--- src/rtl/pc_seq_pkg.sv ---
// +----------------------------------------------------------------------+
// | pc_seq_pkg : shared types and defaults for the PC sequencer          |
// | Rev 1.0                                                              |
// +----------------------------------------------------------------------+
`default_nettype none

package pc_seq_pkg;

  localparam int unsigned DEF_ADDR_W    = 16;
  localparam logic [15:0] DEF_RESET_VEC = 16'h0000;
  localparam logic [15:0] DEF_IRQ_VEC   = 16'h0010;
  localparam int unsigned DEF_RAS_DEPTH = 8;

  typedef enum logic [1:0] {
    ST_FETCH  = 2'd0,
    ST_EXEC   = 2'd1,
    ST_HALTED = 2'd2
  } state_e;

  typedef enum logic [2:0] {
    SRC_SEQ  = 3'd0,
    SRC_BR   = 3'd1,
    SRC_CALL = 3'd2,
    SRC_RET  = 3'd3,
    SRC_IRQ  = 3'd4,
    SRC_HLT  = 3'd5
  } src_e;

  // Fixed priority: hlt > irq > ret > call > br > sequential.
  function automatic src_e pick_src(input logic hlt, input logic irq, input logic ret,
                                    input logic call, input logic br);
    src_e s;
    s = SRC_SEQ;
    if (hlt)       s = SRC_HLT;
    else if (irq)  s = SRC_IRQ;
    else if (ret)  s = SRC_RET;
    else if (call) s = SRC_CALL;
    else if (br)   s = SRC_BR;
    return s;
  endfunction

endpackage

`default_nettype wire

--- src/rtl/ras_stack.sv ---
// +----------------------------------------------------------------------+
// | ras_stack : LIFO return-address stack, count 0..RAS_DEPTH            |
// | Rev 1.0                                                              |
// +----------------------------------------------------------------------+
`default_nettype none

module ras_stack #(
  parameter int unsigned ADDR_W    = 16,
  parameter int unsigned RAS_DEPTH = 8
) (
  input  logic              clock,
  input  logic              reset,
  input  logic              push,
  input  logic              pop,
  input  logic [ADDR_W-1:0] din,
  output logic [ADDR_W-1:0] dout,
  output logic              full,
  output logic              empty
);

  localparam int unsigned PTR_W = $clog2(RAS_DEPTH);
  localparam int unsigned CNT_W = PTR_W + 1;

  logic [CNT_W-1:0]  count_q, count_d;
  logic [ADDR_W-1:0] mem_q [RAS_DEPTH];
  logic [PTR_W-1:0]  wr_idx, top_idx;

  assign full    = (count_q == CNT_W'(RAS_DEPTH));
  assign empty   = (count_q == '0);
  // When full the low bits wrap to 0, so top_idx still lands on the last entry.
  assign wr_idx  = count_q[PTR_W-1:0];
  assign top_idx = wr_idx - PTR_W'(1);
  assign dout    = mem_q[top_idx];

  always_comb begin
    count_d = count_q;
    if (push && !full)       count_d = count_q + CNT_W'(1);
    else if (pop && !empty)  count_d = count_q - CNT_W'(1);
  end

  always_ff @(posedge clock or negedge reset) begin
    if (!reset) count_q <= '0;
    else        count_q <= count_d;
  end

  always_ff @(posedge clock) begin
    if (push && !full) mem_q[wr_idx] <= din;
  end

endmodule

`default_nettype wire

--- src/rtl/pc_sequencer.sv ---
// +----------------------------------------------------------------------+
// | pc_sequencer : fetch / next-PC controller with return-address stack  |
// | Optional interrupt entry via macro PC_SEQ_IRQ_EN.   Rev 1.0          |
// +----------------------------------------------------------------------+
`default_nettype none

module pc_sequencer
  import pc_seq_pkg::*;
#(
  parameter int unsigned       ADDR_W    = DEF_ADDR_W,
  parameter logic [ADDR_W-1:0] RESET_VEC = ADDR_W'(DEF_RESET_VEC),
  parameter int unsigned       RAS_DEPTH = DEF_RAS_DEPTH
`ifdef PC_SEQ_IRQ_EN
  ,
  parameter logic [ADDR_W-1:0] IRQ_VEC   = ADDR_W'(DEF_IRQ_VEC)
`endif
) (
  input  logic              clock,
  input  logic              reset,
  output logic              fetch_valid,
  output logic [ADDR_W-1:0] fetch_addr,
  input  logic              fetch_ready,
  input  logic              dec_valid,
  input  logic              dec_hlt,
  input  logic              dec_call,
  input  logic              dec_ret,
  input  logic              dec_br,
  input  logic [ADDR_W-1:0] dec_target,
`ifdef PC_SEQ_IRQ_EN
  input  logic              irq,
`endif
  input  logic              resume,
  output logic              pc_load,
  output logic [ADDR_W-1:0] pc_next,
  output logic [ADDR_W-1:0] pc,
  output logic              halted,
  output logic              ras_ovf,
  output logic              ras_unf
);

  state_e            state_q, state_d;
  logic [ADDR_W-1:0] pc_q, pc_d, pc_inc, nxt;
  logic              ovf_q, ovf_d, unf_q, unf_d;
  logic              load, irq_w;
  src_e              src;
  logic              ras_push, ras_pop, ras_full, ras_empty;
  logic [ADDR_W-1:0] ras_din, ras_dout;

`ifdef PC_SEQ_IRQ_EN
  assign irq_w = irq;
`else
  assign irq_w = 1'b0;
`endif

  assign pc_inc      = pc_q + ADDR_W'(1);
  assign src         = pick_src(dec_hlt, irq_w, dec_ret, dec_call, dec_br);
  // The reset term keeps the request low while reset is held.
  assign fetch_valid = reset && (state_q == ST_FETCH);
  assign fetch_addr  = pc_q;
  assign pc          = pc_q;
  assign halted      = (state_q == ST_HALTED);
  assign pc_load     = load;
  assign pc_next     = load ? nxt : '0;
  assign ras_ovf     = ovf_q;
  assign ras_unf     = unf_q;

  ras_stack #(
    .ADDR_W    (ADDR_W),
    .RAS_DEPTH (RAS_DEPTH)
  ) u_ras (
    .clock (clock),
    .reset (reset),
    .push  (ras_push),
    .pop   (ras_pop),
    .din   (ras_din),
    .dout  (ras_dout),
    .full  (ras_full),
    .empty (ras_empty)
  );

  always_comb begin
    state_d  = state_q;
    pc_d     = pc_q;
    ovf_d    = ovf_q;
    unf_d    = unf_q;
    load     = 1'b0;
    nxt      = pc_inc;
    ras_push = 1'b0;
    ras_pop  = 1'b0;
    ras_din  = pc_inc;
    case (state_q)
      ST_FETCH: if (fetch_ready) state_d = ST_EXEC;
      ST_EXEC: if (dec_valid) begin
        load    = 1'b1;
        state_d = ST_FETCH;
        case (src)
          SRC_HLT:  state_d = ST_HALTED;
          SRC_RET:  if (!ras_empty) begin
                      nxt     = ras_dout;
                      ras_pop = 1'b1;
                    end else begin
                      unf_d   = 1'b1;
                    end
          SRC_CALL: begin
                      nxt = dec_target;
                      if (ras_full) ovf_d    = 1'b1;
                      else          ras_push = 1'b1;
                    end
          SRC_BR:   nxt = dec_target;
`ifdef PC_SEQ_IRQ_EN
          SRC_IRQ:  begin
                      nxt = IRQ_VEC;
                      // An interrupted RET leaves its return address on the stack.
                      if (!(dec_ret && !ras_empty)) begin
                        ras_din = (!dec_ret && (dec_call || dec_br)) ? dec_target : pc_inc;
                        if (dec_ret) unf_d = 1'b1;
                        if (ras_full) ovf_d    = 1'b1;
                        else          ras_push = 1'b1;
                      end
                    end
`endif
          default:  nxt = pc_inc;
        endcase
        pc_d = nxt;
      end
      ST_HALTED: begin
`ifdef PC_SEQ_IRQ_EN
        if (irq_w) begin
          load    = 1'b1;
          nxt     = IRQ_VEC;
          pc_d    = IRQ_VEC;
          ras_din = pc_q;
          state_d = ST_FETCH;
          if (ras_full) ovf_d    = 1'b1;
          else          ras_push = 1'b1;
        end else
`endif
        if (resume) state_d = ST_FETCH;
      end
      default: state_d = ST_FETCH;
    endcase
  end

  always_ff @(posedge clock or negedge reset) begin
    if (!reset) begin
      state_q <= ST_FETCH;
      pc_q    <= RESET_VEC;
      ovf_q   <= 1'b0;
      unf_q   <= 1'b0;
    end else begin
      state_q <= state_d;
      pc_q    <= pc_d;
      ovf_q   <= ovf_d;
      unf_q   <= unf_d;
    end
  end

endmodule

`default_nettype wire
--- config.mk ---
export PLATFORM = sky130hd
export DESIGN_NAME = pc_sequencer
export DESIGN_NICKNAME = d
export VERILOG_FILES = /design/src/rtl/pc_seq_pkg.sv /design/src/rtl/ras_stack.sv /design/src/rtl/pc_sequencer.sv
export SDC_FILE = /design/constraint.sdc
export NUM_CORES = 1
export LEC_CHECK = 0
export ABC_CLOCK_PERIOD_IN_PS = 4000
export BUFFER_PORTS_ARGS = -buffer_cell sky130_fd_sc_hd__clkbuf_2
export CORE_UTILIZATION = 30
export CTS_CLUSTER_SIZE = 16
export DETAILED_ROUTE_END_ITERATION = 6
export PLACE_DENSITY_LB_ADDON = 0.15
export SYNTH_ARGS = -nofsm -noshare
export SYNTH_HDL_FRONTEND = slang
export SYNTH_SLANG_ARGS = --single-unit
--- constraint.sdc ---
create_clock -name clock -period 4 [get_ports clock]
set_input_delay 0.2 -clock clock [delete_from_list [all_inputs] [get_ports clock]]
set_output_delay 0.2 -clock clock [all_outputs]
set_load 0.02 [all_outputs]
==> metrics.yaml <==
required_ns: 3.80
initial_utilization_pct: 30.7
slew_headroom_pct: 42.2
chipHeight_um: 154
synth_area_sq_mm: 0.00697
worst_slew_pin_slew_ns: 0.862
grt_usage_pct: 17.3
path_clk_slew_ns: 0.06
cts_tree: "yes"
clockBufferDepth: 2
synthDistinctLibCells: 58
antennaDiodeCount: 0
layout-drive-gt1-share_pct: 31.7
maxCapViolations: 0
synthToLayoutAreaGrowth_pct: 19.5
synthMuxAreaShare_pct: 11.6
fin_util_pct: 36.6
fin_crit_ns: 3.52
synth_compound_gate_area_share_pct: 8.59
async_reset_ff_share_pct: 15.8
endpoint_kind: "primary output"
grt_max_degree: 34
ios: 78
grt_pass1_wl_mm: 29.3
die_area_sq_mm: 0.0238
numCtsBuffers: 17
first_pass_iters: 5
drv_slew: 0
vias: 4525
cts-htree-levels: 4
ys_warn_count: 0
hold_viol: 0
post-route-period-util_pct: 88.0
synth_cells: 479
p_leak_uw: 0.00303
synth-simple-area-share_pct: 8.78
fillCellCount: 2193
whs_ns: 0.0266
yosys-top-cells-area: "edfxtp_1 55%, mux4_2 9.7%, dfrtp_1 8.6%, nand2_1 1.9%, buf_4 1.7%"
synth-xor-area-share_pct: 2.12
cts-root-buf: "clkbuf_16"
max-vdd-ir-drop_uv: 261
core_area_sq_mm: 0.0227
power_density_mw_per_mm2: 775
hpwl_mm: 13.2
ys_seq_area_share_pct: 63.8
grt-ovfl-total: 0
clock_latency_ns: 0.43
antenna_found_initial: 0
viasPerCell: 5.29
fin_setup_tns_ns: 0
clock.fmax_mhz: 284
hp-class: "in -> reg"
syn_avg_cell_area_sq_um: 14.5
nets: 589
setup_viol: 0
synth_top_area_share_pct: 55.2
synth_ff_type: "edfxtp_1"
crit_type: "reg -> out"
final.setup_skew_ns: 0.00930
yosys.area_share.adder_pct: 1.19
wl_mm: 19.7
port_buffers: 77
synth_top_family_by_area: "multiplexers"
rsz0062_at_grt: "false"
synth_top_area_cell: "edfxtp_1"
cts_num_sinks: 152
start_kind: "flip-flop"
ys_ff_latch: 152
drcViolationCount: 0
fp.dieW_um: 154
fp-row-count: 55
status: "finished clean"
grt_pass1_vias: 4544
cp.arrival_ns: 3.32
gp_congestion: 0.801
wire_per_inst_um: 23.0
drt_iter0_drc: 367
cts_resized: 0
ant_nets: 0
syn_nets: 510
synth_edf_count: 128
worstPathMaxFanout: 10
-- sequential cells by signal (all words and copies together) (netlist names) --
name,cells
ras_unf,1
u_ras.count_q,4
fetch_addr,16
u_ras.mem_q,128
ras_ovf,1
state_q,2
-- layer usage --
layer  share of wire [%]  track usage, %  up-vias
met1                  46            24.2     2324
met5                   0               0        -
met2                  46            26.6      166
met4                 2.4            6.55        0
li1                    -               -     2007
met3                 5.2            3.59       28
-- where the power goes --
group / internal [uW] / switching, uW / total [uW]
combinational: 1040 / 1440 / 2480
clock: 1060 / 615 / 1670
sequential: 2050 / 252 / 2300
total: 4140 / 2310 / 6450
-- stage by stage --
| step | area (sq um) | setup WS [ns] | cells | total power, uW |
|---|---|---|---|---|
| 3_3_place_gp | 7700 | 1.03 | 823 | 4820 |
| 3_5_place_dp | 7700 | 0.931 | 823 | 4840 |
| 6_report | 8320 | 0.480 | 856 | 6450 |
| 2_1_floorplan | 6970 | 0.269 | 479 | 4120 |
| 4_1_cts | 8320 | 0.476 | 856 | 6510 |
| 5_1_grt | 8320 | 0.230 | 856 | 6780 |
-- cells by family (layout without fill, tap and decap cells) --
kind of cell,Yosys count,after routing
flops,152,152
simple gates,125,125
compound gates,87,87
buf+inv,52,144
mux,41,41
xor+xnor,16,16
fa+ha+maj,6,6
-- cell usage after synthesis (all sizes together) (6+ instances only) --
| cell | count |
|---|---|
| edfxtp | 128 |
| nand2 | 35 |
| mux4 | 31 |
| nor2 | 28 |
| buf | 24 |
| dfrtp | 24 |
| a21oi | 20 |
| clkbuf | 16 |
| nor3 | 15 |
| o21ai | 13 |
| nand3 | 12 |
| xnor2 | 12 |
| a21o | 11 |
| a22oi | 11 |
| inv | 11 |
| nand4 | 8 |
| mux2 | 7 |
| or2 | 6 |
-- path summary, 6_finish.rpt --
path	endpoint	slack [ns]	cells after the start	start
worst max-delay path	pc_next[14]	0.48	7	fetch_addr[0]
worst min-delay path	state_q[0]	0.03	3	fetch_ready
worst max register to register	u_ras.mem_q[5][2]	1.06	8	u_ras.count_q[0]
worst min register to register	ras_unf	0.47	1	ras_unf
max in group asynchronous	u_ras.count_q[0]	3.03	2	reset
min in group asynchronous	fetch_addr[7]	0.41	2	reset
-- what timing repair did --
item | CTS | global route
setup buffers | 0 | 0
hold buffers | 1 | 0
endpoints found under the hold margin | 24 | 0
-- layout by cell type (no fill, tap or decap), drive strengths merged, types with 5 or more instances in the layout --
cell type / synthesis / final
edfxtp: 128 / 128
clkbuf: 16 / 100
nand2: 35 / 35
mux4: 31 / 31
nor2: 28 / 28
dfrtp: 24 / 24
buf: 24 / 22
a21oi: 20 / 20
nor3: 15 / 15
o21ai: 13 / 13
xnor2: 12 / 12
nand3: 12 / 12
a21o: 11 / 11
inv: 11 / 11
a22oi: 11 / 11
nand4: 8 / 8
mux2: 7 / 7
or2: 6 / 6
a31oi: 5 / 5
ha: 5 / 5
nor4: 5 / 5
clkinv: 1 / 5
-- layout make-up --
class	count	area (sq um)	share of cell area, %
Clock buffer	23	458	5.50
Clock inverter	9	149	1.79
Inverter	12	45.0	0.541
Multi-Input combinational cell	275	2280	27.4
Sequential cell	152	4450	53.4
Tap cell	285	357	4.29
Timing Repair Buffer	100	586	7.04
-- worst max-delay path: stages, from the launching register on --
cell	delay, ns
dfrtp_1	0.60
ha_1	0.31
nand4_1	0.24
nor4_1	0.55
xor2_1	0.66
o211ai_1	0.23
nand2_1	0.12
clkbuf_2	0.17
(Power assumes the default switching activity.)
